$ cat src/rtl/joy_serial_reader.sv
// Scans a daisy-chained 74HC165-style button register and deserialises PLAYERS x BITS buttons.
// Adds per-player presence detection and a two-frame debounce before committing a frame.
module joy_serial_reader #(
  parameter int unsigned PLAYERS = 2,
  parameter int unsigned BITS    = 12,
  parameter int unsigned DIV     = 24,
  parameter int unsigned GAP     = 16,
  parameter bit          INVERT  = 1'b1
) (
  input  logic                      clk,
  input  logic                      reset_n,
  input  logic                      enable,
  input  logic                      joy_data,
  output logic                      joy_clk,
  output logic                      joy_load,
  output logic [PLAYERS*BITS-1:0]   joystick,
  output logic [PLAYERS-1:0]        present,
  output logic                      frame_stb
);

  localparam int unsigned TOTAL = PLAYERS * BITS;
  localparam int unsigned DIV_W = $clog2(DIV);
  localparam int unsigned BIT_W = $clog2(TOTAL);
  localparam int unsigned GAP_W = (GAP > 1) ? $clog2(GAP) : 1;

  typedef enum logic [1:0] {S_IDLE, S_LOAD, S_SHIFT, S_GAP} state_t;

  state_t             r_state, w_state_nxt;
  logic [DIV_W-1:0]   r_div;
  logic               w_tick;
  logic [1:0]         r_sync;
  logic               r_phase_l, w_phase_l_nxt;
  logic [BIT_W-1:0]   r_bit, w_bit_nxt;
  logic [GAP_W-1:0]   r_gap, w_gap_nxt;
  logic               w_clk_nxt, w_load_nxt, w_sample;
  logic [TOTAL-1:0]   r_raw;
  logic               r_done;
  logic               r_ref_valid;
  logic [TOTAL-1:0]   r_ref_word;
  logic [PLAYERS-1:0] r_ref_pres;
  logic [TOTAL-1:0]   w_word;
  logic [PLAYERS-1:0] w_pres;

  assign w_tick = (r_div == DIV_W'(DIV - 1));

  // Tick divider; restarts whenever the scanner drops back to IDLE
  always_ff @(posedge clk or negedge reset_n) begin
    if (!reset_n) begin
      r_div <= '0;
    end else if (w_tick || (w_state_nxt == S_IDLE && r_state != S_IDLE)) begin
      r_div <= '0;
    end else begin
      r_div <= r_div + DIV_W'(1);
    end
  end

  always_ff @(posedge clk or negedge reset_n) begin
    if (!reset_n) begin
      r_state   <= S_IDLE;
      joy_clk   <= 1'b1;
      joy_load  <= 1'b1;
      r_phase_l <= 1'b0;
      r_bit     <= '0;
      r_gap     <= '0;
    end else begin
      r_state   <= w_state_nxt;
      joy_clk   <= w_clk_nxt;
      joy_load  <= w_load_nxt;
      r_phase_l <= w_phase_l_nxt;
      r_bit     <= w_bit_nxt;
      r_gap     <= w_gap_nxt;
    end
  end

  // Every strobe change happens on a tick; a low enable forces IDLE with both strobes high
  always_comb begin
    w_state_nxt   = r_state;
    w_clk_nxt     = joy_clk;
    w_load_nxt    = joy_load;
    w_phase_l_nxt = r_phase_l;
    w_bit_nxt     = r_bit;
    w_gap_nxt     = r_gap;
    w_sample      = 1'b0;
    if (w_tick) begin
      if (!enable) begin
        w_state_nxt = S_IDLE;
        w_clk_nxt   = 1'b1;
        w_load_nxt  = 1'b1;
      end else begin
        case (r_state)
          S_IDLE: begin
            w_state_nxt = S_LOAD;
            w_load_nxt  = 1'b0;
          end
          S_LOAD: begin
            w_state_nxt   = S_SHIFT;
            w_load_nxt    = 1'b1;
            w_phase_l_nxt = 1'b0;
            w_bit_nxt     = '0;
          end
          S_SHIFT: begin
            if (!r_phase_l) begin
              w_sample = 1'b1;
              if (r_bit == BIT_W'(TOTAL - 1)) begin
                w_state_nxt = S_GAP;
                w_gap_nxt   = '0;
              end else begin
                w_phase_l_nxt = 1'b1;
                w_clk_nxt     = 1'b0;
              end
            end else begin
              w_phase_l_nxt = 1'b0;
              w_clk_nxt     = 1'b1;
              w_bit_nxt     = r_bit + BIT_W'(1);
            end
          end
          S_GAP: begin
            if (r_gap == GAP_W'(GAP - 1)) begin
              w_state_nxt = S_LOAD;
              w_load_nxt  = 1'b0;
            end else begin
              w_gap_nxt = r_gap + GAP_W'(1);
            end
          end
          default: w_state_nxt = S_IDLE;
        endcase
      end
    end
  end

  always_ff @(posedge clk or negedge reset_n) begin
    if (!reset_n) begin
      r_sync <= '0;
      r_raw  <= '0;
      r_done <= 1'b0;
    end else begin
      r_sync <= {r_sync[0], joy_data};
      r_done <= w_sample && (w_state_nxt == S_GAP);
      if (w_sample) begin
        r_raw[r_bit] <= r_sync[1];
      end
    end
  end

  // An all-zero raw field means no controller is plugged in at that position
  always_comb begin
    w_word = '0;
    w_pres = '0;
    for (int unsigned p = 0; p < PLAYERS; p++) begin
      w_pres[p] = |r_raw[p*BITS +: BITS];
      if (w_pres[p]) begin
        w_word[p*BITS +: BITS] = r_raw[p*BITS +: BITS] ^ {BITS{INVERT}};
      end
    end
  end

  always_ff @(posedge clk or negedge reset_n) begin
    if (!reset_n) begin
      joystick    <= '0;
      present     <= '0;
      frame_stb   <= 1'b0;
      r_ref_valid <= 1'b0;
      r_ref_word  <= '0;
      r_ref_pres  <= '0;
    end else begin
      frame_stb <= 1'b0;
      if (!enable) begin
        r_ref_valid <= 1'b0;
      end else if (r_done) begin
        r_ref_word  <= w_word;
        r_ref_pres  <= w_pres;
        r_ref_valid <= 1'b1;
        if (r_ref_valid && (w_word == r_ref_word) && (w_pres == r_ref_pres)) begin
          joystick  <= w_word;
          present   <= w_pres;
          frame_stb <= 1'b1;
        end
      end
    end
  end

endmodule

$ cat config.mk
export PLATFORM = sky130hd
export DESIGN_NAME = joy_serial_reader
export DESIGN_NICKNAME = d
export VERILOG_FILES = /design/src/rtl/joy_serial_reader.sv
export SDC_FILE = /design/constraint.sdc
export NUM_CORES = 1
export LEC_CHECK = 0
export ABC_CLOCK_PERIOD_IN_PS = 4200
export BUFFER_PORTS_ARGS = -buffer_cell sky130_fd_sc_hd__buf_4
export CAP_MARGIN = 20
export CORE_MARGIN = 3
export CORE_UTILIZATION = 60
export DETAILED_ROUTE_END_ITERATION = 16
export GPL_TIMING_DRIVEN = 0
export PLACE_DENSITY = 0.79
export SKIP_LAST_GASP = 1
export SYNTH_ARGS = -nofsm -noshare
export SYNTH_HDL_FRONTEND = slang
export SYNTH_SLANG_ARGS = --single-unit
export TNS_END_PERCENT = 100
$ cat constraint.sdc
create_clock -name clk -period 4.2 [get_ports clk]
set_input_delay 0.21 -clock clk [delete_from_list [all_inputs] [get_ports clk]]
set_output_delay 0.21 -clock clk [all_outputs]
set_load 0.02 [all_outputs]
==> results of run 1 <==
-- worst max path at each step --
stage / from / to / cells after the start
6_report: r_raw[2] / joystick[14] / 8
5_1_grt: r_raw[2] / joystick[14] / 8
4_1_cts: r_raw[2] / joystick[14] / 8
3_5_place_dp: r_raw[2] / joystick[19] / 8
2_1_floorplan: r_raw[19] / joystick[10] / 8
3_3_place_gp: r_raw[2] / joystick[20] / 8
-- sequential cells by signal, indices dropped and copies added, names as in the netlist --
register and cells:
joy_clk 1, present 2, frame_stb 1, r_raw 24, joystick 24, r_sync 2, r_ref_pres 2, r_div 5
r_phase_l 1, r_ref_word 24, r_state 2, r_ref_valid 1, r_gap 4, r_bit 5, r_done 1, joy_load 1
-- metrics by stage --
stage                     utilization (%)  total power, W  hold WS [ns]  worst slack, ns  area, um^2
after global routing                 70.1         0.00211         0.253            0.999        5470
after floorplan                         -         0.00129       -0.0856             1.73        4860
after CTS                            70.1         0.00201         0.209             1.22        5470
after detailed placement             67.3         0.00139         0.273             1.23        5250
after global placement               66.9         0.00138         0.320             1.19        5220
final                                70.1         0.00200         0.220             1.25        5470
-- area by class of cell --
type / instances / area share (%)
clock buffers: 10 / 2.33
well taps: 102 / 2.33
clock inverters: 6 / 1.30
flip-flops and latches: 100 / 45.8
multi-input cells: 314 / 40.6
inverters: 10 / 0.686
plain buffers: 21 / 1.85
repair buffers: 34 / 5.12
-- critical path: cells and delay by family (launching register included) --
kind | cells | cell delay (ns)
simple gates | 4 | 1.08
buf+inv | 2 | 0.62
flops | 1 | 0.47
compound gates | 1 | 0.36
mux | 1 | 0.31
-- logic make-up after synthesis --
family / share of synthesized area [%]
muxes: 13.5
and+or+nand+nor: 16.6
DFF: 51.5
buffers and inverters: 2.86
AOI/OAI and AO/OA: 10.7
xor gates and xnor gates: 1.98
adders and majority gates: 2.83
-- cell usage in the layout (no fill, tap or decap), types with 3 or more instances in the layout --
| master | count |
|---|---|
| a21oi_1 | 6 |
| a22oi_1 | 3 |
| and3_1 | 4 |
| buf_4 | 31 |
| buf_6 | 3 |
| clkbuf_1 | 18 |
| clkbuf_8 | 9 |
| dfrtp_1 | 98 |
| ha_1 | 11 |
| inv_1 | 10 |
| mux2_2 | 32 |
| mux2_4 | 19 |
| nand2_1 | 40 |
| nand3_1 | 9 |
| nand3b_1 | 6 |
| nand4_1 | 4 |
| nand4b_1 | 5 |
| nor2_1 | 70 |
| nor2b_1 | 3 |
| nor3_1 | 5 |
| nor4_1 | 9 |
| o21ai_0 | 12 |
| o22ai_1 | 6 |
| o31ai_1 | 27 |
| or3_1 | 3 |
| xor2_1 | 9 |
-- layer usage --
layer	part of all wire [%]	up-vias	GRT usage (%)
li1	-	1677	-
met1	43	1775	31.9
met2	49	115	39.6
met3	5.4	23	4.14
met4	2.1	0	8.77
met5	0	-	0
-- power groups by stage --
| stage | Sequential [W] | Combinational (W) | Clock (W) |
|---|---|---|---|
| finish | 0.00107 | 0.000308 | 0.000622 |
| floorplan | 0.00108 | 0.000210 | 0 |
| CTS | 0.00107 | 0.000311 | 0.000636 |
| global route | 0.00108 | 0.000354 | 0.000682 |
| global placement | 0.00108 | 0.000293 | 0 |
| detailed placement | 0.00109 | 0.000308 | 0 |
==> run metrics, run 1 <==
status=finished, final reports clean; Clock Root Buffer=clkbuf_8; Tightest Pin Transition=0.643 ns; internal power=0.00141 W; Final period util=70.3%; number of flops mapped to enable cells by yosys=0; total gr overflow=0; clk_lat worst skew=0.37 ns; Syn Inst Count=445; RR Endpoint=joystick[14]; reg2reg start=r_raw[2]; GRT Overall Usage=24.0%; Syn Area/Cell=10.9 um^2; clk buf depth=2; Worst R2R Path Depth=8; Resize count post-CTS=0; layout cells sized above 1=22.0%; Peak VDD IR=0.315 mV; min cycle time layout=2.95 ns; # DRC=0; chip height=96.0 um; Commonest cells post-synth=dfrtp_1 (98), nor2_1 (70), nand2_1 (40); slowest stage delay, CP=0.47 ns; Fin Clk Skew=0.0138 ns; top_reg_cell synth=dfrtp_1; share of flip-flops with an asynchronous set or reset=100%; dpl cells=579; worst path cell trace=nor4_1, and3_1, clkbuf_1, nand3_1, a32oi_1, nand4_4, buf_6, mux2_4; top-count cell post-synth=dfrtp_1; # clock sinks=100; Die Area=0.00922 mm^2; initial antenna violation count=0; Crit Path Class=flip-flop to flip-flop; area delta synth->final=12.5%; first-pass GRT wire length=17100 um; Synth area leader=dfrtp_1; ANT nets after route=0; register area=0.00250 mm^2; post-synthesis sequential area ratio=51.5%; hold endpoint=joy_clk; Synth top area share=50.4%; vias in the first global route=3507; Worst EP required=4.45 ns; CTS tree=yes; pwr dens=365 mW/mm^2; wire per inst=17.3 um; core area=0.00781 mm^2; Syn Nets=460; largest net degree at the start of global routing=53; antenna cells=0; Fmax=0.339 GHz; endpoint type of the worst setup path=flip-flop; CP max-delay cell=dfrtp_1; row count=32; Rel. slew slack=57.1%; Switch Pwr=0.000586 W; TritonCTS Buffers=9; top post-synthesis cells by area=dfrtp_1 (50%), mux2_2 (7.4%), mux2_4 (5.9%); Crit Path Max Fanout=10; vias per inst=6.01; Iter 0 DRT Violations=306; Hold Path Depth=2; Multi-input gate area=0.00222 mm^2; Initial Util=62.3%; Clock power frac=31.1%; HPWL Detailed=7420 um; Vias=3590; Ports=33; FILL cells=558; H-tree Lvls=3; CP startpoint kind=flip-flop; Sequential Power Share=53.5%; MaxCap Viol Count=0; PortBufs=31; hold_buf cts=2; worst hold-check path type=primary input to flip-flop; YS warnings=0; global placer's final weighted congestion=0.953; Final Max Tran Viols=0; RSZ-0062 raised after global routing=no; Die W=96.0 um; WL final=10300 um; WP data arrival=3.20 ns; Setup TNS=0 ns; Cell Count, Final, Fillers Out=597; final setup fails=0; Hold Vio Cnt, Final=0; total setup buffers inserted after CTS=0; Comb pwr share=15.4%; TritonRoute pass-1 iters=5; Reg clk slew, reported paths=0.09 ns; Final nets=505; Worst R2R Setup Slack=1.25 ns; post-synthesis cell type count=49; synthesized area=0.00486 mm^2; Leakage Power=2.67 nW; Switching Share=29.3%; hold path start=enable; Seq cells post-synth=100
Power figures use the tool's default switching activity.
==> run 2: changes to the inputs <==
--- a/config.mk
+++ b/config.mk
@@ -5,14 +5,14 @@
 export SDC_FILE = /design/constraint.sdc
 export NUM_CORES = 1
 export LEC_CHECK = 0
-export ABC_CLOCK_PERIOD_IN_PS = 4200
+export ABC_CLOCK_PERIOD_IN_PS = 2700
 export BUFFER_PORTS_ARGS = -buffer_cell sky130_fd_sc_hd__buf_4
 export CAP_MARGIN = 20
 export CORE_MARGIN = 3
-export CORE_UTILIZATION = 60
+export CORE_UTILIZATION = 54
 export DETAILED_ROUTE_END_ITERATION = 16
 export GPL_TIMING_DRIVEN = 0
-export PLACE_DENSITY = 0.79
+export PLACE_DENSITY = 0.75
 export SKIP_LAST_GASP = 1
 export SYNTH_ARGS = -nofsm -noshare
 export SYNTH_HDL_FRONTEND = slang
==> constraint.sdc (replaced) <==
create_clock -name clk -period 2.7 [get_ports clk]
set_input_delay 0.135 -clock clk [delete_from_list [all_inputs] [get_ports clk]]
set_output_delay 0.135 -clock clk [all_outputs]
set_load 0.02 [all_outputs]
==> run metrics, run 2 (synthesis gave the netlist of run 1 again) <==
global placer's final weighted congestion=0.886 (-7.1%); Leakage Power=2.67 nW (about the same); Fin Clk Skew=0.00917 ns (-0.00465 ns); clk_lat worst skew=0.36 ns (about the same); first-pass GRT wire length=17400 um (+2.1%); chip height=101 um (+5.1%); WL final=10400 um (+0.48%); Final Max Tran Viols=0 (unchanged); vias per inst=6.03 (+0.30%); Peak VDD IR=0.387 mV (+23%); pwr dens=550 mW/mm^2 (+51%); Fmax=0.383 GHz (+13%); GRT met3 Usage=3.74% (-0.41 points); GRT Overall Usage=21.4% (-2.6 points); clk buf depth=2 (unchanged); hold path start=enable; GR Util met2=36.3% (-3.4 points); PortBufs=31 (unchanged); wire per inst=17.2 um (-0.19%); WP data arrival=2.86 ns (-0.34 ns); Final nets=506 (+0.20%); antenna cells=0 (unchanged); Die W=101 um (+5.1%); Iter 0 DRT Violations=172 (-44%); Hold WS=0.182 ns (-0.0386 ns); FILL cells=684 (+23%); area delta synth->final=13.4%; # DRC=0 (unchanged); vias in the first global route=3666 (+4.5%); Initial Util=57.5% (-4.8 points); CTS tree=yes; H-tree Lvls=3 (unchanged); Setup TNS=0 ns (unchanged); ANT nets after route=0 (unchanged); Setup WS pre-CTS=-0.260 ns (-1.49 ns); MaxCap Viol Count=0 (unchanged); min cycle time layout=2.61 ns (-0.340 ns); Rel. slew slack=62.1% (+5.0 points); RSZ-0062 raised after global routing=no; largest net degree at the start of global routing=58 (+9.4%); CP startpoint kind=flip-flop; Clock Root Buffer=clkbuf_8; TritonCTS Buffers=9 (unchanged); Reg clk slew, reported paths=0.09 ns (about the same); Vias=3625 (+0.97%); grt met1 use=27.3% (-4.6 points); Hold Vio Cnt, Final=0 (unchanged); layout cells sized above 1=24.6% (+2.6 points); Setup crit start=r_raw[15]; Crit Path Max Fanout=10 (unchanged); Tightest Pin Transition=0.569 ns (-0.0744 ns); Ports=33 (unchanged); Largest regs=joystick (24), r_raw (24), r_ref_word (24); final setup margin=0.0860 ns (-1.16 ns); reg2reg start=r_raw[15]; Die Area=0.0102 mm^2 (+10%); initial antenna violation count=0 (unchanged); row count=33 (+3.1%); core area=0.00846 mm^2 (+8.4%); status=finished, final reports clean; TritonRoute pass-1 iters=5 (unchanged); total gr overflow=0 (unchanged); Worst EP required=2.94 ns (-1.51 ns); register area=0.00251 mm^2 (+0.20%); HPWL Detailed=7350 um (-0.93%); # clock sinks=100 (unchanged); endpoint type of the worst setup path=flip-flop; worst hold-check path type=primary input to flip-flop; Multi-input gate area=0.00226 mm^2 (+1.8%); most utilized layer in the global route result=met2; commonest non-fill, non-tap cells in the layout=dfrtp_1 (94), nor2_1 (70), nand2_1 (39); Final period util=96.8% (+26 points); commonest non-fill, non-tap cell in the layout=dfrtp_1; final setup fails=0 (unchanged); Crit Path Class=flip-flop to flip-flop
[run 2: changes by cell type in the layout (fill, tap and decap cells not counted), sizes merged]
cell    change
inv         -2
clkbuf      +2
buf         +2
bufinv      -1
[run 2: cell type report]
class,instances,area share [%]
tap,105,2.38
timing repair buffer,36,5.36
inverter,10,0.681
buffer,20,1.79
sequential,100,45.5
multi-input combinational,314,41.0
clock inverter,3,0.386
clock buffer,13,2.88
[run 2: critical path, cell delays in order, from the launching register on]
cell       delay, ns
dfrtp_1         0.47
nor4_1          0.11
and3_1          0.18
buf_6           0.13
or4_4           0.55
a2111oi_4       0.36
nand4_4         0.17
buf_6           0.20
mux2_4          0.31
[run 2: routing by layer]
metal  part of all wire (%)  wire, um  up-vias
met4                    1.8       188        0
met1                     44      4530     1809
met2                     50      5170      113
li1                       -         -     1685
met5                      0         0        -
met3                    4.6       472       18
[run 2: path summary, 6_finish.rpt]
check,end,slack [ns],cells past startpoint
worst min register to register,r_sync[1],0.35,0
worst max register to register,joystick[21],0.09,8
min in group asynchronous,joystick[9],0.31,2
worst max-delay path,joystick[21],0.09,8
max in group asynchronous,joy_clk,1.66,3
worst min-delay path,joy_clk,0.18,2
[run 2: metrics by stage]
stage | area [um^2] | power [W] | instances | utilization (%)
detailed placement | 5260 | 0.00217 | 582 | 62.1
global placement | 5230 | 0.00214 | 581 | 61.8
global route | 5510 | 0.00319 | 601 | 65.1
CTS | 5490 | 0.00306 | 602 | 64.8
floorplan | 4860 | 0.00201 | 445 | -
finish | 5510 | 0.00303 | 601 | 65.1
[run 2: power by group]
part | internal, W | switching [W]
combinational | 0.000185 | 0.000301
sequential | 0.00158 | 0.0000861
clock | 0.000387 | 0.000493
[run 2: timing repair]
action,4_1_cts,5_1_grt
endpoints found under the hold margin,44,0
hold buffers,2,0
pin swaps,2,0
gates resized for setup,5,7
setup buffers,2,0
setup endpoints to repair,27,27
==> run 3: changes to the inputs <==
--- a/config.mk
+++ b/config.mk
@@ -13,6 +13,7 @@
 export DETAILED_ROUTE_END_ITERATION = 16
 export GPL_TIMING_DRIVEN = 0
 export PLACE_DENSITY = 0.75
+export SETUP_SLACK_MARGIN = 0.3
 export SKIP_LAST_GASP = 1
 export SYNTH_ARGS = -nofsm -noshare
 export SYNTH_HDL_FRONTEND = slang
==> run metrics, run 3 (synthesis gave the netlist of run 1 again) <==
H-tree Lvls=3 (unchanged); Worst R2R Path Depth=8 (unchanged); worst path cell trace=nor4_4, and3_1, buf_6, or4_4, a2111oi_4, nand4_4, buf_12, mux2_4; commonest non-fill, non-tap cells in the layout=dfrtp_1 (83), nor2_1 (70), buf_4 (44); RR Endpoint=joystick[23]; HPWL Detailed=7460 um (+1.5%); Worst R2R Setup Slack=0.22 ns (+0.14 ns); pwr dens=557 mW/mm^2 (+1.2%); Final period util=91.8% (-5.0 points); Hold Path Depth=2 (unchanged); area delta synth->final=19.3%; slowest stage delay, CP=0.47 ns (-0.08 ns); worst hold-check path type=primary input to flip-flop; Rel. slew slack=64.2% (+2.2 points); Crit Path Class=flip-flop to flip-flop; final setup fails=0 (unchanged); ANT nets after route=0 (unchanged); largest net degree at the start of global routing=72 (+24%); hold path start=enable; Setup WS pre-CTS=-0.273 ns (-0.0129 ns); endpoint type of the worst setup path=flip-flop; initial antenna violation count=0 (unchanged); WP data arrival=2.73 ns (-0.13 ns); Largest regs=joystick (24), r_raw (24), r_ref_word (24); # DRC=0 (unchanged); commonest non-fill, non-tap cell in the layout=dfrtp_1; chip height=101 um (unchanged); vias in the first global route=3728 (+1.7%); Clock Root Buffer=clkbuf_8; Hold Vio Cnt, Final=0 (unchanged); Die Area=0.0102 mm^2 (unchanged); dpl cells=582 (unchanged); wire per inst=18.0 um (+4.6%); antenna cells=0 (unchanged); CP max-delay cell=dfrtp_2; Worst EP required=2.95 ns (about the same); final setup margin=0.221 ns (+0.135 ns); first-pass GRT wire length=18300 um (+4.9%); status=finished, final reports clean; global placer's final weighted congestion=0.883 (-0.25%); clk_lat worst skew=0.37 ns (about the same); Cell Count, Final, Fillers Out=615 (+2.3%); TritonCTS Buffers=9 (unchanged); Peak VDD IR=0.458 mV (+18%); layout cells sized above 1=30.6% (+6.0 points); vias per inst=6.02 (-0.15%); Ports=33 (unchanged); Fin Clk Skew=0.0142 ns (+0.00506 ns); Final Max Tran Viols=0 (unchanged); total gr overflow=0 (unchanged); core area=0.00846 mm^2 (unchanged); Final Power=0.00323 W (+6.5%); Util after Layout=68.5% (+3.4 points); row count=33 (unchanged); TritonRoute pass-1 iters=5 (unchanged); min cycle time layout=2.48 ns (-0.135 ns); Final nets=520 (+2.8%); Initial Util=57.5% (unchanged); Crit Path Max Fanout=10 (unchanged); GRT Overall Usage=22.7% (+1.3 points); # clock sinks=100 (unchanged); Fmax=0.403 GHz (+5.5%); delay-heaviest family, CP=simple AND/OR/NAND/NOR gates; MaxCap Viol Count=0 (unchanged); Reg clk slew, reported paths=0.09 ns (about the same); Vias=3704 (+2.2%); hold endpoint=joy_clk; PortBufs=31 (unchanged); Tightest Pin Transition=0.536 ns (-0.0323 ns); CP startpoint kind=flip-flop; Leakage Power=2.83 nW (+5.9%); Die W=101 um (unchanged); WL final=11100 um (+7.1%); reg2reg start=r_raw[19]; CTS tree=yes; CP bufs+invs=2 (unchanged); clk buf depth=2 (unchanged); RSZ-0062 raised after global routing=yes; Iter 0 DRT Violations=289 (+68%)
-- run 3: final cells by class --
type / count / area (um^2)
fill: 621 / 2660
timing repair buffer: 49 / 409
tap: 105 / 131
multi-input combinational: 314 / 2360
clock buffer: 10 / 128
inverter: 10 / 37.5
sequential: 100 / 2520
clock inverter: 6 / 88.8
buffer: 21 / 121
-- run 3: metal layers --
| metal | GRT usage, % | vias up | part of all wire (%) |
|---|---|---|---|
| met3 | 4.78 | 26 | 5.3 |
| li1 | - | 1712 | - |
| met2 | 38.2 | 128 | 50 |
| met4 | 8.38 | 0 | 2.7 |
| met5 | 0 | - | 0 |
| met1 | 28.9 | 1838 | 42 |
-- run 3: worst max path at each step --
stage | start | end | slack [ns] | cells after the start
floorplan | r_raw[19] | joystick[10] | 0.27 | 8
global placement | r_raw[2] | joystick[19] | -0.29 | 8
detailed placement | r_raw[2] | joystick[10] | -0.27 | 8
CTS | r_raw[19] | joystick[23] | 0.21 | 8
global route | r_raw[4] | joystick[23] | 0.03 | 8
finish | r_raw[19] | joystick[23] | 0.22 | 8
-- run 3: report_power, final --
| part | leakage [nW] | total (W) | internal [W] | switching [W] |
|---|---|---|---|---|
| combinational | 1.40 | 0.000527 | 0.000205 | 0.000323 |
| clock | 0.102 | 0.00104 | 0.000522 | 0.000516 |
| sequential | 1.33 | 0.00166 | 0.00158 | 0.0000824 |
-- run 3: stage by stage --
stage	setup TNS, ns	cell area [um^2]	hold slack [ns]
global placement	-6.06	5240	0.246
CTS	0	5740	0.171
finish	0	5800	0.182
global route	0	5800	0.246
detailed placement	-5.81	5270	0.0994
floorplan	0	4880	-0.161
-- run 3: repair_timing --
action	CTS	global route
setup buffers	11	4
setup endpoints to repair	54	27
pin swaps	7	1
resized for setup	35	10
hold buffers	2	0
hold endpoints to repair	30	0
